$ cat config.mk
export PLATFORM = sky130hd
export DESIGN_NAME = sm83_mcycle_seq
export DESIGN_NICKNAME = d
export VERILOG_FILES = /design/src/rtl/sm83_mcycle_seq.sv
export SDC_FILE = /design/constraint.sdc
export NUM_CORES = 1
export LEC_CHECK = 0
export CAP_MARGIN = 20
export CORE_MARGIN = 5
export CORE_UTILIZATION = 39
export DETAILED_ROUTE_END_ITERATION = 10
export PLACE_DENSITY = 0.8
export SETUP_SLACK_MARGIN = 0.1
export SLEW_MARGIN = 20
export SYNTH_ARGS = -nofsm -noshare
export SYNTH_HDL_FRONTEND = slang
export SYNTH_SLANG_ARGS = --single-unit
$ cat constraint.sdc
create_clock -name clk -period 2.6 [get_ports clk]
set_input_delay 0.39 -clock clk [delete_from_list [all_inputs] [get_ports clk]]
set_output_delay 0.39 -clock clk [all_outputs]
set_load 0.02 [all_outputs]
$ cat src/rtl/sm83_mcycle_seq.sv
// SM83 M-cycle sequencer: walks each decoded op through its per-M-cycle step table
// and emits zero-latency control strobes; the final FETCH step overlaps the next opcode fetch.
package sm83_mcycle_seq_pkg;
    typedef enum logic [3:0] {
        CTL_NOP        = 4'd0,
        CTL_LD_R8_D8   = 4'd1,
        CTL_LD_R8_HL   = 4'd2,
        CTL_LD_HL_R8   = 4'd3,
        CTL_LD_R16_D16 = 4'd4,
        CTL_JP_D16     = 4'd5,
        CTL_JR_CC_E8   = 4'd6
    } ctl_op_t;

    typedef enum logic [1:0] {
        ADDR_NONE = 2'd0,
        ADDR_PC   = 2'd1,
        ADDR_HL   = 2'd2
    } addr_sel_t;
endpackage

module sm83_mcycle_seq
    import sm83_mcycle_seq_pkg::*;
#(
    parameter int MAX_MCYCLES = 6,
    parameter int IDX_W       = $clog2(MAX_MCYCLES),
    parameter bit COND_JR_EN  = 1'b1
) (
    input  logic             clk,
    input  logic             rst_n,
    input  ctl_op_t          ctl_op,
    input  logic             cond_true,
    input  logic             mem_wait,
    output addr_sel_t        addr_sel,
    output logic             mem_rd,
    output logic             mem_wr,
    output logic             inc_pc,
    output logic             fetch_cycle,
    output logic             mem_to_r8,
    output logic             z_ld,
    output logic             w_ld,
    output logic             pc_ld_wz,
    output logic             pc_add_z,
    output logic             r16_ld_wz,
    output logic [IDX_W-1:0] mcycle,
    output logic             op_done,
    output logic             illegal_op
);

    if (MAX_MCYCLES < 4) begin : g_bad_depth
        $error("sm83_mcycle_seq: MAX_MCYCLES must be at least 4");
    end

    typedef enum logic [2:0] {
        K_FETCH, K_IMM_R8, K_IMM_Z, K_IMM_W, K_HL_R8, K_R8_HL, K_INT_JP, K_INT_JR
    } step_kind_t;

    localparam logic [IDX_W-1:0] STEP0   = {IDX_W{1'b0}};
    localparam logic [IDX_W-1:0] STEP1   = IDX_W'(32'd1);
    localparam logic [IDX_W-1:0] STEP2   = IDX_W'(32'd2);
    localparam logic [IDX_W-1:0] STEP3   = IDX_W'(32'd3);
    localparam logic [IDX_W-1:0] MAX_IDX = IDX_W'(MAX_MCYCLES - 1);

    logic [IDX_W-1:0] mcycle_r;
    ctl_op_t          op_r;
    logic             jr_taken_r;
    logic             boot_r;

    ctl_op_t          op_s;
    logic             illegal_s;
    step_kind_t       kind_s;
    logic             last_s;
    logic             adv_s;

    // Step table lookup; any index outside an op's sequence decodes as FETCH.
    function automatic step_kind_t step_kind(input ctl_op_t op, input logic [IDX_W-1:0] idx,
                                             input logic taken);
        step_kind_t k;
        k = K_FETCH;
        if (idx <= MAX_IDX) begin
            case (op)
                CTL_LD_R8_D8:   k = (idx == STEP0) ? K_IMM_R8 : K_FETCH;
                CTL_LD_R8_HL:   k = (idx == STEP0) ? K_HL_R8  : K_FETCH;
                CTL_LD_HL_R8:   k = (idx == STEP0) ? K_R8_HL  : K_FETCH;
                CTL_LD_R16_D16: k = (idx == STEP0) ? K_IMM_Z  :
                                    (idx == STEP1) ? K_IMM_W  : K_FETCH;
                CTL_JP_D16:     k = (idx == STEP0) ? K_IMM_Z  :
                                    (idx == STEP1) ? K_IMM_W  :
                                    (idx == STEP2) ? K_INT_JP : K_FETCH;
                CTL_JR_CC_E8:   k = (idx == STEP0) ? K_IMM_Z  :
                                    (idx == STEP1 && taken) ? K_INT_JR : K_FETCH;
                default:        k = K_FETCH;
            endcase
        end else begin
            k = K_FETCH;
        end
        return k;
    endfunction

    // Op selection: live ctl_op at step 0 (sanitised), latched op afterwards.
    always_comb begin
        op_s      = op_r;
        illegal_s = 1'b0;
        if (mcycle_r == STEP0) begin
            if (boot_r) begin
                op_s = CTL_NOP;
            end else begin
                case (ctl_op)
                    CTL_NOP, CTL_LD_R8_D8, CTL_LD_R8_HL, CTL_LD_HL_R8,
                    CTL_LD_R16_D16, CTL_JP_D16: op_s = ctl_op;
                    CTL_JR_CC_E8: begin
                        if (COND_JR_EN) begin
                            op_s = ctl_op;
                        end else begin
                            op_s      = CTL_NOP;
                            illegal_s = 1'b1;
                        end
                    end
                    default: begin
                        op_s      = CTL_NOP;
                        illegal_s = 1'b1;
                    end
                endcase
            end
        end else begin
            op_s = op_r;
        end
        kind_s = step_kind(op_s, mcycle_r, jr_taken_r);
        last_s = (kind_s == K_FETCH);
        adv_s  = ~mem_wait;
    end

    // Strobe decode; side-effect strobes are gated while memory stalls.
    always_comb begin
        addr_sel    = ADDR_NONE;
        mem_rd      = 1'b0;
        mem_wr      = 1'b0;
        inc_pc      = 1'b0;
        fetch_cycle = 1'b0;
        mem_to_r8   = 1'b0;
        z_ld        = 1'b0;
        w_ld        = 1'b0;
        pc_ld_wz    = 1'b0;
        pc_add_z    = 1'b0;
        r16_ld_wz   = 1'b0;
        op_done     = 1'b0;
        illegal_op  = 1'b0;
        mcycle      = STEP0;
        if (rst_n) begin
            mcycle     = mcycle_r;
            illegal_op = illegal_s & adv_s;
            case (kind_s)
                K_FETCH: begin
                    addr_sel    = ADDR_PC;
                    mem_rd      = 1'b1;
                    inc_pc      = adv_s;
                    fetch_cycle = adv_s;
                    op_done     = adv_s;
                    r16_ld_wz   = adv_s & (op_s == CTL_LD_R16_D16);
                end
                K_IMM_R8: begin
                    addr_sel  = ADDR_PC;
                    mem_rd    = 1'b1;
                    inc_pc    = adv_s;
                    mem_to_r8 = adv_s;
                end
                K_IMM_Z: begin
                    addr_sel = ADDR_PC;
                    mem_rd   = 1'b1;
                    inc_pc   = adv_s;
                    z_ld     = adv_s;
                end
                K_IMM_W: begin
                    addr_sel = ADDR_PC;
                    mem_rd   = 1'b1;
                    inc_pc   = adv_s;
                    w_ld     = adv_s;
                end
                K_HL_R8: begin
                    addr_sel  = ADDR_HL;
                    mem_rd    = 1'b1;
                    mem_to_r8 = adv_s;
                end
                K_R8_HL: begin
                    addr_sel = ADDR_HL;
                    mem_wr   = 1'b1;
                end
                K_INT_JP: pc_ld_wz = adv_s;
                K_INT_JR: pc_add_z = adv_s;
                default:  addr_sel = ADDR_NONE;
            endcase
        end else begin
            mcycle = STEP0;
        end
    end

    // Sequencer state; everything holds while mem_wait is high.
    always_ff @(posedge clk) begin
        if (!rst_n) begin
            mcycle_r   <= STEP0;
            op_r       <= CTL_NOP;
            jr_taken_r <= 1'b0;
            boot_r     <= 1'b1;
        end else if (adv_s) begin
            mcycle_r <= (last_s || mcycle_r >= MAX_IDX) ? STEP0 : mcycle_r + STEP1;
            boot_r   <= 1'b0;
            if (mcycle_r == STEP0) begin
                op_r <= op_s;
                if (op_s == CTL_JR_CC_E8) begin
                    jr_taken_r <= cond_true;
                end
            end
        end
    end

endmodule

==> run metrics, run 1 <==
status=finished with violations; failing checks=setup timing; Pleak=0.000741 uW; area delta synth->final=91.3%; htree depth=1; P_sw=137 uW; Slew @ Worst Pin=409 ps; Yosys Warn Count=0; routability congestion estimate=0.874; hold endpoint=op_r[3]; reg2reg end=mcycle_r[2]; CTS Hold Bufs=0; Worst slew margin=72.7%; reg2reg path depth=8; peak supply drop=0.254 mV; Initial Util=40.6%; Post-DRT Antenna Nets=0; hold path start=op_r[3]; top cells by area, synth=dfxtp_1 (20%), and2_1 (6.3%), ha_1 (5.6%), nand2_1 (5.5%), nor4b_1 (3.9%); area share of the largest cell type after synthesis=20.3%; Setup Skew=4.60 ps; crit path launch type=register; largest net degree at the start of global routing=20; switching part of the total=32.1%; clock sinks=9; DP HPWL=2330 um; Tmin final=2710 ps; vias in the first global route=1123; Synth cell types=42; num rows=17; Crit Reg-Reg Startpoint=mcycle_r[0]; Worst Path Arrival=2320 ps; pwr dens=250 nW/um^2; Yosys reg bits=9; WL/cell=16.9 um; grt ovf=0; via count=1113; Comb power frac=41.2%; Worst-Skew Late Latency=260 ps; I/O pin cnt=25; die width=57.8 um; antenna fix cells=0; Avg Inst Size Synth=8.24 um^2; dominant synthesized flop cell=dfxtp_1; Final Routed Wirelength=3370 um; setup TNS=-578 ps; Mapped Nets=120; clock buffer depth=2; dpl ws=-645 ps; CP Capture Type=primary output; Hold Path Class=reg2reg; TritonCTS clock tree=yes; initial antenna violation count=0; Worst-path clk slew=60 ps; Syn Std Cell Area=890 um^2; final period utilization=104%; met1 Usage GRT=21.8%; M2 GR Usage=34.5%; Die H=57.8 um; Port Buffer Count=24; internal power=290 uW; CTS Root Cell=clkbuf_4; drc violations=0; GRT Total Usage=19.5%; Hold Path Depth=1; crit path kind=reg2out; fin. max-slew vios=0; fraction of layout cells with a size suffix above 1=55.8%; Global Route met3 Usage=3.56%; maximum fanout along the worst path=5; Post-synth EDFFs=0; vias per cell=5.57; FMAX=0.368 GHz; core area=2190 um^2; leading area contributor after synthesis=dfxtp_1; initial drt markers=37; sequential share of the synthesized area=20.3%; Post-layout nets=185; asr flop ratio synth=0%; gr busiest metal=met2; first-pass GRT wire length=5190 um; RSZ-0062 raised after global routing=yes; final setup fails=7; number of standard cells after synthesis=108; clock network fraction of total power=24.8%; Flop pwr share=34.0%; Hold Fails Final Rpt=0; Setup WS post-layout=-114 ps; reg-to-reg slack, setup=460 ps; drt first pass iters=4; Max Cap Viol=0; die area=3340 um^2; Filler Cells Inserted=142; Inserted Clock Buffers=3; Critical Path RT=2210 ps
synth_stat cells (all sizes together), types with 3 or more instances:
cell,number
ha,4
dfxtp,9
nor2b,3
inv,4
clkbuf,6
nor4b,5
nand3,6
and2,9
o21ai,5
nand2,13
nor4,4
a211oi,3
layout make-up:
type                            instances  area, um^2  share of cell area [%]
Inverter                                4        15.0                   0.882
Tap cell                               28        35.0                    2.06
Timing Repair Buffer                   68         577                    33.9
Clock inverter                          1        5.00                   0.294
Sequential cell                         9         184                    10.8
Multi-Input combinational cell         87         863                    50.7
Clock buffer                            3        22.5                    1.32
cells in the final DEF, fill, tap and decap left out, types with 2 or more instances in the layout:
master           count
nand2b_1             2
buf_6               12
nor4_1               2
dfxtp_2              3
and2_4               3
and2_1               6
clkbuf_2             2
nor2b_1              3
nor2_1               2
nand3b_1             2
nor3b_2              2
nand2_1             12
inv_1                2
ha_1                 2
and4b_1              2
nand3_1              6
dlymetal6s2s_1       2
clkbuf_4             3
ha_4                 2
or4b_4               2
o21ai_0              5
inv_2                2
clkdlybuf4s50_1      7
buf_4               43
nor4b_4              4
dfxtp_1              6
critical path, stage by stage, from the launching register on:
cell	delay (ps)
dfxtp_2	330
inv_2	50
ha_4	170
or4b_4	540
nor4_4	270
a211oi_4	110
buf_4	150
nor4_2	260
buf_4	180
how the worst max path moves through the flow:
| stage | startpoint | endpoint | slack, ps | depth (start not counted) |
|---|---|---|---|---|
| after floorplan | mcycle_r[0] | pc_ld_wz | 40 | 7 |
| after global placement | ctl_op[0] | pc_ld_wz | -560 | 7 |
| after detailed placement | ctl_op[0] | pc_ld_wz | -650 | 7 |
| after CTS | mcycle_r[1] | r16_ld_wz | -140 | 9 |
| after global routing | mcycle_r[1] | pc_add_z | -200 | 8 |
| final | mcycle_r[0] | pc_add_z | -110 | 8 |
metal layers:
metal  share of wire (%)  vias up
li1                    -      530
met1                  41      532
met2                  51       39
met3                 5.0       12
met4                 3.4        0
met5                   0        -
state kept, by name, indices dropped and copies added, names as in the netlist:
name	cells
boot_r	1
jr_taken_r	1
mcycle_r	3
op_r	4
power by group through the flow:
stage,Combinational [uW],Clock (uW),Sequential [uW]
after floorplan,71.2,0,147
after global placement,137,0,147
after detailed placement,140,0,147
after CTS,163,112,145
after global routing,186,116,145
final,175,106,145
per-stage QoR:
step | utilization, % | cell area [um^2] | cells | hold slack, ps | power, uW
after floorplan | - | 952 | 108 | 478 | 218
after global placement | 65.8 | 1440 | 186 | 496 | 284
after detailed placement | 65.8 | 1440 | 186 | 506 | 287
after CTS | 73.6 | 1610 | 197 | 516 | 420
after global routing | 77.7 | 1700 | 200 | 549 | 447
final | 77.7 | 1700 | 200 | 508 | 426
cells by family after synthesis:
logic type	count (synthesis)	share of synthesized area (%)
AND/OR/NAND/NOR	60	46.1
AO/OA/AOI/OAI	21	19.6
buffers and inverters	12	6.33
flip-flops	9	20.3
adder cells (fa/ha/maj)	4	5.63
XOR/XNOR	1	0.985
multiplexers	1	1.13
timing repair:
action	4_1_cts	5_1_grt
cloned	0	0
pin swaps	12	12
buffers inserted	7	3
setup endpoints to repair	14	14
gates resized for setup	92	22
Power figures use the tool's default switching activity.
==> run 2: changes to the inputs <==
GPL_TIMING_DRIVEN = 1   (was unset)
==> results of run 2 <==
Final layout, timing and power as in run 1 (identical DEF).
